`config.mk`:
```
export PLATFORM = sky130hd
export DESIGN_NAME = pipe_trace_buffer
export DESIGN_NICKNAME = d
export VERILOG_FILES = /design/src/rtl/pipe_trace_buffer.sv
export SDC_FILE = /design/constraint.sdc
export NUM_CORES = 1
export LEC_CHECK = 0
export CAP_MARGIN = 20
export CORE_ASPECT_RATIO = 0.7
export CORE_MARGIN = 5
export CORE_UTILIZATION = 55
export DETAILED_ROUTE_END_ITERATION = 7
export GPL_TIMING_DRIVEN = 0
export PLACE_DENSITY = 0.81
export SKIP_LAST_GASP = 1
export SLEW_MARGIN = 20
export SYNTH_ARGS = -nofsm -noshare
export SYNTH_HDL_FRONTEND = slang
export SYNTH_SLANG_ARGS = --single-unit
```
`constraint.sdc`:
```
create_clock -name CLK -period 10.3 [get_ports CLK]
set_input_delay 1.03 -clock CLK [delete_from_list [all_inputs] [get_ports CLK]]
set_output_delay 1.03 -clock CLK [all_outputs]
set_load 0.03 [all_outputs]
```
`src/rtl/pipe_trace_buffer.sv`:
```
// Writeback trace capture: wrap/pre-trigger (mode 0) or fill-from-trigger (mode 1) into a DEPTH-entry ring.
// Pop data appears 1 cycle after an accepted rd_en; no backpressure, samples outside ARMED/POST are dropped.
module pipe_trace_buffer #(
    parameter int DATA_W = 32,
    parameter int PC_W   = 32,
    parameter int TAG_W  = 5,
    parameter int DEPTH  = 16,
    localparam int AW    = $clog2(DEPTH)
) (
    input  logic              CLK,
    input  logic              RST,
    input  logic              arm,
    input  logic              mode,
    input  logic [PC_W-1:0]   trig_pc,
    input  logic [AW:0]       post_cnt,
    input  logic              cap_valid,
    input  logic [PC_W-1:0]   cap_pc,
    input  logic [DATA_W-1:0] cap_data,
    input  logic [TAG_W-1:0]  cap_tag,
    input  logic              rd_en,
    output logic              rd_valid,
    output logic [PC_W-1:0]   rd_pc,
    output logic [DATA_W-1:0] rd_data,
    output logic [TAG_W-1:0]  rd_tag,
    output logic [AW:0]       count,
    output logic [1:0]        state,
    output logic              triggered,
    output logic              overflow
);

    typedef enum logic [1:0] {
        IDLE  = 2'd0,
        ARMED = 2'd1,
        POST  = 2'd2,
        DONE  = 2'd3
    } st_t;

    localparam logic [AW:0] FULL      = (AW+1)'(DEPTH);
    localparam logic [AW:0] POST_MAX  = (AW+1)'(DEPTH - 1);
    localparam logic [AW:0] CNT_ONE   = (AW+1)'(1);
    localparam logic [AW-1:0] PTR_ONE = AW'(1);

    st_t              st_q;
    logic             mode_q;
    logic [PC_W-1:0]  trig_q;
    logic [AW:0]      post_left;
    logic [AW-1:0]    wptr;
    logic [AW-1:0]    rptr;
    logic [AW:0]      cnt;

    logic [PC_W-1:0]   mem_pc   [DEPTH];
    logic [DATA_W-1:0] mem_data [DEPTH];
    logic [TAG_W-1:0]  mem_tag  [DEPTH];

    logic sample;
    logic hit;
    logic wr;
    logic wr_en;
    logic full;
    logic pop;

    always_comb begin
        sample = cap_valid && (st_q == ARMED || st_q == POST);
        hit    = sample && (st_q == ARMED) && (cap_pc == trig_q);
        // mode 1 only stores the trigger and what follows it
        wr     = sample && (!mode_q || st_q == POST || hit);
        wr_en  = wr && !arm && !RST;
        full   = (cnt == FULL);
        pop    = (st_q == DONE) && rd_en && (cnt != '0);
    end

    // storage is never reset; only counted entries are ever read out
    always_ff @(posedge CLK) begin
        if (wr_en) begin
            mem_pc[wptr]   <= cap_pc;
            mem_data[wptr] <= cap_data;
            mem_tag[wptr]  <= cap_tag;
        end
    end

    always_ff @(posedge CLK) begin
        if (RST) begin
            st_q      <= IDLE;
            mode_q    <= 1'b0;
            trig_q    <= '0;
            post_left <= '0;
            wptr      <= '0;
            rptr      <= '0;
            cnt       <= '0;
            rd_valid  <= 1'b0;
            rd_pc     <= '0;
            rd_data   <= '0;
            rd_tag    <= '0;
            triggered <= 1'b0;
            overflow  <= 1'b0;
        end else if (arm) begin
            st_q      <= ARMED;
            mode_q    <= mode;
            trig_q    <= trig_pc;
            post_left <= (post_cnt > POST_MAX) ? POST_MAX : post_cnt;
            wptr      <= '0;
            rptr      <= '0;
            cnt       <= '0;
            rd_valid  <= 1'b0;
            triggered <= 1'b0;
            overflow  <= 1'b0;
        end else begin
            rd_valid <= pop;
            if (pop) begin
                rd_pc   <= mem_pc[rptr];
                rd_data <= mem_data[rptr];
                rd_tag  <= mem_tag[rptr];
                rptr    <= rptr + PTR_ONE;
                cnt     <= cnt - CNT_ONE;
            end

            if (wr) begin
                wptr <= wptr + PTR_ONE;
                if (!mode_q && full) begin
                    rptr     <= rptr + PTR_ONE;
                    overflow <= 1'b1;
                end else begin
                    cnt <= cnt + CNT_ONE;
                end
            end

            if (hit) begin
                triggered <= 1'b1;
                if (mode_q || post_left != '0)
                    st_q <= POST;
                else
                    st_q <= DONE;
            end else if (wr && st_q == POST) begin
                if (mode_q) begin
                    if (cnt == FULL - CNT_ONE)
                        st_q <= DONE;
                end else begin
                    post_left <= post_left - CNT_ONE;
                    if (post_left == CNT_ONE)
                        st_q <= DONE;
                end
            end
        end
    end

    assign state = st_q;
    assign count = cnt;

endmodule

```
==> metrics.md <==
| Metric | Value |
|---|---|
| Rel. slew slack | 0.2085 |
| Top_reg_cell synth | edfxtp_1 |
| Worst Hold Depth | 2 |
| Yosys warnings | 0 |
| RSZ-0062 raised after global routing | no |
| Syn avg cell area | roughly 21 sq um |
| Crit end category | flip-flop |
| Register-to-register setup slack | about 6 ns |
| Switch share | 0.1984 |
| Synth area leader | edfxtp_1 |
| Initial Util | 0.5541 |
| Comb power frac | 0.020 |
| Die H | 253.7 um |
| Sinks on Clock Net | 1,229 |
| Failing checks | DRC |
| Hold slack | 0.4556 ns |
| Min Tclk post-route | around 5.3 ns |
| Final Util | 0.6439 |
| Final setup fails | 0 |
| Status | finished, violations left |
| Core Box Area | roughly 84,000 sq um |
| Wire per inst | 32.21 um |
| Worst flop-to-flop path startpoint | trig_q[8] |
| Worst EP required | roughly 11 ns |
| Synth cell types | 46 |
| Sequential cell area fraction in the yosys report | 0.7644 |
| Post-CTS Resized | 0 |
| Buf+Inv Stages, Crit Path | 2 |
| Register bit total from synthesis | approximately 1,200 |
| Vias in the first global route | approximately 25,000 |
| Via count | 24,209 |
| Worst hold path endpoint | rd_pc[5] |
| Yosys top cell area share | 0.7107 |
| Critical Path Stages | 8 |
| Die width | ~360 um |
| Area grow syn2layout | 16.21% |
| DRC viols | 2 |
| Crit-path max cell delay | roughly 1.0 ns |
| Post-Syn Area | 46,650 sq um |
| Leakage power | ~17 nW |
| Reg-to-Reg End | mem_data[11][10] |
| CTS H-tree depth | 3 |
| Clock network power share | 0.422 |
| Post-synth EDFFs | around 1,100 |
| Delay-heaviest family, CP | simple AND/OR/NAND/NOR gates |
| # hold bufs at CTS | 0 |
| Initial antenna violation count | 7 |
| Crit start category | input pin |
| Vias/cell | around 6.5 |
| Worst Hold Launch | rd_pc[5] |
| Synth top area cells | edfxtp_1, mux4_2, dfxtp_1 |
| Die area | 90,830 sq um |
| Hold Fails Final Rpt | 0 |
| R2r worst-path depth | 7 |
| Worst slew pin tran | 1.187 ns |
| Final WL | approximately 120,000 um |
| Clk slew on worst S/H paths | 0.06 ns |
| Slowest cell on crit path | nor4_1 |
| Cells along the critical path | clkdlybuf4s50_1 > xor2_1 > nor4_1 > nand4_1 > o31ai_2 > and3_1 > and2_4 > buf_16 |
| Flop pwr share | 0.558 |
| GPL Wtd Cong | 0.8578 |
| Peak VDD IR | about 0.13 mV |
| Cell at the root of the clock tree | clkbuf_16 |
| Hold Path Class | reg2reg |
| Setup bufs post-CTS | 0 |
| Max Transition Viols Final | 0 |
| GRT Resource Usage Total | 0.2681 |
| Asr flop ratio synth | 0 |
| Synth Instances | roughly 2,200 |
| IO Pins | about 190 |
| Layout cells sized above 1 | 0.2320 |
| Critical path arrival | about 5.7 ns |
| Pint | around 0.0078 W |
| Achievable clock frequency | between 150 and 200 MHz |
| Clock latency at the later pin of the worst-skew pair | 0.70 ns |
| Iter 0 DRT Violations | between 3,000 and 4,000 |
| Gr ovfl total | 0 |
| Clock Skews | about 0.032 ns |
| Pwr/cell area | between 150 and 200 nW/um^2 |
| CTS tree | done |
| Clock Path Buffers | 3 |
| Antenna Nets Post-Route | 0 |
| Final net count | 2,620 |
| Syn_nets | between 2,000 and 2,500 |
| Crit path max fanout | 39 |
| Row count | 89 |
| Drt pass-1 iters | 8 |
| MaxCap Viol Count | 0 |
| Setup total negative slack | 0 ns |
| CTS Buf Count | about 110 |
| Final HPWL DP | around 69,000 um |
| NetSw | 0.001938 W |
| IO Port Bufs | 190 |
| Final Cycle Share | 0.5177 |
| Setup CP Type | in2reg |
| First-pass GRT wire length | between 150,000 and 200,000 um |
| Largest net degree at the start of global routing | 40 |
-- synthesized netlist by cell type (all sizes together), types with 12 or more instances --
cell type,n
a21oi,80
xor2,33
nand2,152
mux2i,36
ha,14
inv,12
clkbuf,59
buf,54
dfxtp,125
nor2,58
edfxtp,1104
mux4,345
and3,19
-- registers in the layout (all words and copies together) (netlist names) --
register	cells
rd_pc	32
triggered	1
post_left	5
wptr	4
overflow	1
mode_q	1
mem_pc	512
rd_valid	1
rd_tag	5
state	2
trig_q	32
rptr	4
count	5
mem_data	512
rd_data	32
mem_tag	80
-- cells in the final DEF, fill, tap and decap left out, types with 7 or more instances in the layout --
cell | netlist | routed
a21oi_1 | 79 | 79
and3_1 | 19 | 7
and3_4 | 0 | 12
buf_1 | 18 | 13
buf_12 | 0 | 10
buf_16 | 0 | 12
buf_2 | 30 | 30
bufinv_16 | 0 | 10
clkbuf_1 | 58 | 84
clkbuf_16 | 0 | 113
clkbuf_2 | 1 | 8
clkbuf_8 | 0 | 8
clkdlybuf4s50_1 | 0 | 190
clkinv_1 | 0 | 16
clkinv_2 | 0 | 21
dfxtp_1 | 125 | 125
edfxtp_1 | 1104 | 1104
ha_1 | 14 | 14
inv_1 | 12 | 12
mux2i_1 | 36 | 36
mux4_2 | 345 | 345
nand2_1 | 152 | 152
nand3_1 | 7 | 7
nor2_1 | 57 | 56
nor3_1 | 8 | 8
nor4_1 | 7 | 7
xor2_1 | 33 | 33
-- routing by layer --
layer	global-route usage	vias up	routed length, um
li1	-	9594	-
met1	0.3624	12549	42130
met2	0.4461	1775	60650
met3	0.06135	281	13480
met4	0.07942	10	3831
met5	0	-	63
-- power by group through the flow --
stage               combinational, W  clock, W  sequential (W)
floorplan                  0.0000564         0         0.00555
global placement            0.000174         0         0.00555
detailed placement          0.000190         0         0.00556
CTS                         0.000194   0.00415         0.00545
global route                0.000210   0.00438         0.00545
finish                      0.000197   0.00413         0.00545
-- logic make-up after synthesis --
| kind of cell | Yosys count | share of synthesized area |
|---|---|---|
| compound gates | 103 | 0.01223 |
| flops | 1229 | 0.7644 |
| mux | 383 | 0.1748 |
| simple gates | 280 | 0.02623 |
| buf+inv | 125 | 0.01169 |
| fa+ha+maj | 14 | 0.003755 |
| xor+xnor | 37 | 0.006947 |
-- worst register-to-register path: cells and delay by family (launching register included) --
| family | cells | cell delay [ns] |
|---|---|---|
| compound gates | 1 | 0.67 |
| xor+xnor | 1 | 0.25 |
| buf+inv | 1 | 0.34 |
| flops | 1 | 0.33 |
| simple gates | 4 | 2.37 |
-- layout make-up --
cell class              instances  area [sq um]
flip-flops and latches       1229         35650
clock inverters                59         574.3
plain buffers                 113         509.2
clock buffers                 149          3043
fillers                      5255         29980
inverters                      12         45.04
multi-input cells             817         10520
diodes                          3         7.507
repair buffers                212          2432
well taps                    1137          1423
-- metrics by stage --
stage	cell area (sq um)	instances	setup WS, ns	total power, W
floorplan	46650	2171	5.848	0.005610
global placement	49970	3498	2.243	0.005728
detailed placement	50570	3520	4.498	0.005746
CTS	54190	3728	5.178	0.009792
global route	54200	3729	4.829	0.01003
finish	54210	3731	4.968	0.009771
-- how the worst max path moves through the flow --
stage	end	startpoint	slack, ns
2_1_floorplan	mem_data[6][0]	cap_pc[8]	5.85
3_3_place_gp	mem_data[7][11]	cap_pc[8]	2.24
3_5_place_dp	mem_data[8][16]	cap_pc[8]	4.50
4_1_cts	mem_data[10][10]	cap_pc[8]	5.18
5_1_grt	mem_data[11][20]	cap_pc[8]	4.83
6_report	mem_data[11][10]	cap_pc[8]	4.97
(Power assumes the default switching activity.)
